===== src/rtl/updown_counter_param.sv =====
// rtl/updown_counter_param.sv - parametrised up/down counter with load, wrap/saturate and tc/wrap flags
module updown_counter_param #(
  parameter int WIDTH    = 8,
  parameter int MOD      = 256,
  parameter bit SATURATE = 1'b0
) (
  input  logic             clk,
  input  logic             rst_n,
  input  logic             en,
  input  logic             mode,
  input  logic             load,
  input  logic [WIDTH-1:0] load_val,
  output logic [WIDTH-1:0] q,
  output logic             tc,
  output logic             wrap
);

  localparam logic [WIDTH-1:0] L_MAX = WIDTH'(MOD - 1);

  logic [WIDTH-1:0] r_q;
  logic             r_wrap;
  logic [WIDTH-1:0] w_q_next;
  logic             w_wrap_next;
  logic             w_at_max;
  logic             w_at_zero;

  assign w_at_max  = (r_q == L_MAX);
  assign w_at_zero = (r_q == '0);

  // Bound checks use explicit compares so MOD == 2**WIDTH still flags its wrap.
  always_comb begin
    w_q_next    = r_q;
    w_wrap_next = 1'b0;
    if (load) begin
      w_q_next = (load_val > L_MAX) ? L_MAX : load_val;
    end else if (en) begin
      if (!mode) begin
        if (!w_at_max) begin
          w_q_next = r_q + WIDTH'(1);
        end else if (!SATURATE) begin
          w_q_next    = '0;
          w_wrap_next = 1'b1;
        end
      end else begin
        if (!w_at_zero) begin
          w_q_next = r_q - WIDTH'(1);
        end else if (!SATURATE) begin
          w_q_next    = L_MAX;
          w_wrap_next = 1'b1;
        end
      end
    end
  end

  always_ff @(posedge clk or negedge rst_n) begin
    if (!rst_n) begin
      r_q    <= '0;
      r_wrap <= 1'b0;
    end else begin
      r_q    <= w_q_next;
      r_wrap <= w_wrap_next;
    end
  end

  assign q    = r_q;
  assign wrap = r_wrap;
  assign tc   = mode ? w_at_zero : w_at_max;

endmodule


===== config.mk =====
export PLATFORM = sky130hd
export DESIGN_NAME = updown_counter_param
export DESIGN_NICKNAME = d
export VERILOG_FILES = /design/src/rtl/updown_counter_param.sv
export SDC_FILE = /design/constraint.sdc
export NUM_CORES = 1
export LEC_CHECK = 0
export BUFFER_PORTS_ARGS = -buffer_cell sky130_fd_sc_hd__buf_2
export CAP_MARGIN = 20
export CORE_UTILIZATION = 56
export DETAILED_ROUTE_END_ITERATION = 10
export PLACE_DENSITY = 0.81
export SLEW_MARGIN = 30
export SYNTH_ARGS = -nofsm -noshare
export SYNTH_HDL_FRONTEND = slang
export SYNTH_SLANG_ARGS = --single-unit
export TNS_END_PERCENT = 50

===== constraint.sdc =====
create_clock -name clk -period 3.6 [get_ports clk]
set_input_delay 0.72 -clock clk [delete_from_list [all_inputs] [get_ports clk]]
set_output_delay 0.72 -clock clk [all_outputs]
set_load 0.02 [all_outputs]

# --- Word-level counts from Yosys, hierarchy flattened ---
# Cells that the tools add are included.
word_totals:
  regBits: 9
op_classes:
  muxes: 12
  order_cmp: 1
  eq_ne: 1
  addsub: 2
  reduce_logical: 2
ops:
  columns: ["cell", "n"]
  rows:
  - ["$mux 8", 6]
  - ["$add 8x1->8 const B", 1]
  - ["$eq 8x8->1 const B", 1]
  - ["$gt 8x8->1 const B", 1]
  - ["$logic_not 8->1", 1]
  - ["$sub 8x1->8 const B", 1]
  - ["$mux 1", 6]
  - ["$reduce_bool 2->1", 1]

# --- Longest topological paths before layout ---
logic_depth:
  depth_word: 5
  mapped_depth: 7
  mapped_depth_nobuf: 7

# --- Worst setup path before layout ---
# OpenSTA, ideal clock, no wires.
synth_timing:
  path_type: "register to output"
  startpoint: "reg r_q[0] (netlist: q[0])"
  endpoint: "out tc"
  slack_ps: 1367
  path_stages_with_launch: 6
  required_time_ps: 2880
  path_buffers: 0
  arrival_ps: 1513
  cell_sequence: "dfrtp_1 inv_1 ha_1 nor4b_4 nand2_1 o21bai_1"
synth_via:
  elab_chain_len: 2
  elab_cells_between_ends: 3
synth_lines:
  columns: ["item", "line", "text"]
  rows:
  - ["start: declaration", "20", "logic [WIDTH-1:0] r_q;"]
  - ["start signal: assignment", "60", "r_q <= w_q_next;"]
  - ["$eq 8x8->1 / $logic_not 8->1 (equally long branches)", "27, 28", null]
  - ["$mux 1 *", "67", "assign tc = mode ? w_at_zero : w_at_max;"]
  - ["end: declaration", "14", "output logic tc,"]
# Every way passes the cells marked *; elsewhere a longest branch is shown, timed or not.

# --- Final worst setup path ---
# Same ends and word-level chain as after synthesis.

==> reports/qor.yml <==
timing:
  slew_viol_final: 0
  rsz0062_at_grt: "false"
  clock.fmax_mhz: 396.6
  finalCritPeriodShare_pct: 70.04
  finalSetupViolations: 0
  fin_tns_setup_ns: 0
  tightest_slew_ns: 0.5267
  hold_viol_final: 0
  skew_ns: 0.0003833
  whs_ns: 0.2899
  min_period_ns: 2.521
  max-slew-margin-rel_pct: 64.89
finish:
  final_net_count: 145
  areaGrowthSynthToFinish_pct: 8.690
  diodes: 0
  drive_gt1_share_pct: 25.00
  fillerInstances: 138
synth:
  yosysTopAreaCell: "dfrtp_1"
  syn-mean-instance-area_um2: 8.247
  yosys.area_share.simple_pct: 31.03
  synth_top_family_by_area: "simple AND/OR/NAND/NOR gates"
  syn-instance-count: 110
  synth.distinct_cells: 39
  ys_seq_elements: 9
  synth_commonest_cells: "nor2_1, nand2_1, dfrtp_1, o21ai_0, buf_6"
  async_flop_share_pct: 100.0
  synth_xor_area_share_pct: 3.862
  synthFlopType: "dfrtp_1"
  synth_edf_count: 0
  yosysWarnings: 0
  yosys.area_share.adder_pct: 4.138
  yosysMostFrequentCell: "nor2_1"
  syn_nets: 126
  synthTopCellsByArea: "dfrtp_1, buf_6, nor2_1"
  synth_top_cell_area_share_pct: 24.83
  synth_mux_area_share_pct: 0
  ys_seq_area_share_pct: 24.83
  synth_compound_area_share_pct: 25.52
  netlist_area_um2: 907.1
detailed_routing:
  post-route-drc-count: 0
  ant_nets: 0
  viasPerCell: 6.090
  num_vias: 877
  post_drt_wl_per_cell_um: 13.76
  drt-initial-drc-count: 24
  drt-total-wl_um: 1981
  first_pass_iters: 4
die:
  fp.dieW_um: 42.25
  die_area_mm2: 0.001785
  core_area_mm2: 0.001506
  num_io_pins: 23
  initial_core_util_pct: 60.22
  placementRows: 14
  die_h_um: 42.25
setup_path:
  end_kind: "output port"
  regToRegSetupSlack_ns: 1.82
  rr_endpoint: "q[2]$_DFFE_PN0P_"
  cp-start-kind: "register"
  worstPathMaxFanout: 9
  r2r-start: "q[0]$_DFFE_PN0P_"
  worstSetupEndpoint: "tc"
  reg2reg_depth: 7
  cp-startpoint: "q[0]$_DFFE_PN0P_"
  path_class: "register to output port"
  arrival_ns: 1.80
  required_ns: 2.88
global_routing:
  gr-total-overflow: 0
  grt_use_total_pct: 25.29
  grt_pass1_vias: 763
  grt_pass1_wl_um: 3353
  grt_max_degree: 18
  antenna_found_initial: 0
place:
  gp_congestion: 0.8556
  port_buffers: 22
  post-dp-hpwl_um: 1420
clock_network:
  htree_levels: 1
  cts_max_path_buffers: 2
  clk_pin_slew_worst_paths_ns: 0.06
  cts_hold_buf: 0
  tritoncts: "built"
  cts_sinks: 9
  clk_latency_ns: 0.27
  cts_setup_buffers: 0
  cts_resized: 0
  numCtsBuffers: 3
  cts-root-buf: "clkbuf_4"
worst_hold_path:
  hp-class: "primary input to asynchronous set/reset pin"
power_and_ir_drop:
  vdd_ir_drop_max_uv: 300.6
  p_leak_nw: 0.4187
  powerDensity_mw_per_mm2: 343.8
status:
  status: "finished clean"
job:
  max_cap_violations: 0
-- power breakdown --
part | switching [mW] | internal, mW
logic | 0.0639 | 0.0493
clock network | 0.0392 | 0.0430
registers | 0.0328 | 0.111
total | 0.136 | 0.203
-- per-layer routing --
layer	routed length (um)	vias to the layer above	GRT usage (%)
met1	886	403	33.97
li1	-	434	-
met2	946	35	38.15
met3	97	5	3.879
met5	0	-	0
met4	51	0	15.00
-- cells in the final DEF (no fill, tap or decap), drive strengths merged --
cell / instances
nor4b: 2
nand4b: 1
o32ai: 1
a211oi: 2
or2b: 1
nand2: 11
a22o: 2
nand4: 2
o41ai: 1
dfrtp: 9
and3: 3
o31ai: 1
o21ai: 10
nor2b: 1
o221ai: 2
o22ai: 1
o311ai: 3
nand3: 2
clkbuf: 4
nand2b: 4
nor2: 15
and2: 1
nor3: 5
a31oi: 2
xnor2: 3
o21a: 1
buf: 22
o21bai: 1
ha: 3
a21oi: 5
xor2: 1
a311oi: 1
inv: 5
-- sequential cells by signal (all words and copies together) (netlist names) --
name / flops
wrap: 1
q: 8
-- worst min-delay path by stage --
stage / startpoint / end / depth (start not counted)
2_1_floorplan: rst_n / q[0]$_DFFE_PN0P_ / 0
3_3_place_gp: rst_n / q[7]$_DFFE_PN0P_ / 1
3_5_place_dp: rst_n / q[7]$_DFFE_PN0P_ / 1
4_1_cts: rst_n / q[7]$_DFFE_PN0P_ / 1
5_1_grt: rst_n / q[7]$_DFFE_PN0P_ / 1
6_report: rst_n / q[7]$_DFFE_PN0P_ / 1
-- metrics by stage --
| step | util, % | power (mW) | instance area [um^2] | setup WS [ns] | cells |
|---|---|---|---|---|---|
| finish | 65.45 | 0.3390 | 985.9 | 1.079 | 144 |
| CTS | 65.45 | 0.3415 | 985.9 | 1.073 | 144 |
| floorplan | - | 0.2353 | 907.1 | 1.367 | 110 |
| global placement | 63.70 | 0.2552 | 959.7 | 1.394 | 140 |
| global route | 65.45 | 0.3630 | 985.9 | 0.8946 | 144 |
| detailed placement | 63.70 | 0.2580 | 959.7 | 1.374 | 140 |
-- cell families after synthesis --
logic type / after synthesis
and+or+nand+nor: 48
AOI/OAI and AO/OA: 33
buffers and inverters: 13
DFF: 9
xor gates and xnor gates: 4
adders and majority gates: 3
-- cell type report --
type                    instances  area [um^2]  area share, %
well taps                      16        20.02          2.030
repair buffers                 22        110.1          11.17
clock buffers                   4        26.28          2.665
inverters                       5        18.77          1.904
flip-flops and latches          9        225.2          22.84
multi-input cells              88        585.6          59.39
-- worst max-delay path, stage by stage, from the launching register on --
cell	delay, ns
dfrtp_1	0.47
inv_1	0.12
ha_1	0.16
nor4b_4	0.29
nand2_1	0.15
o21bai_1	0.16
buf_2	0.18
No activity file was read; power rests on OpenSTA's default activity.
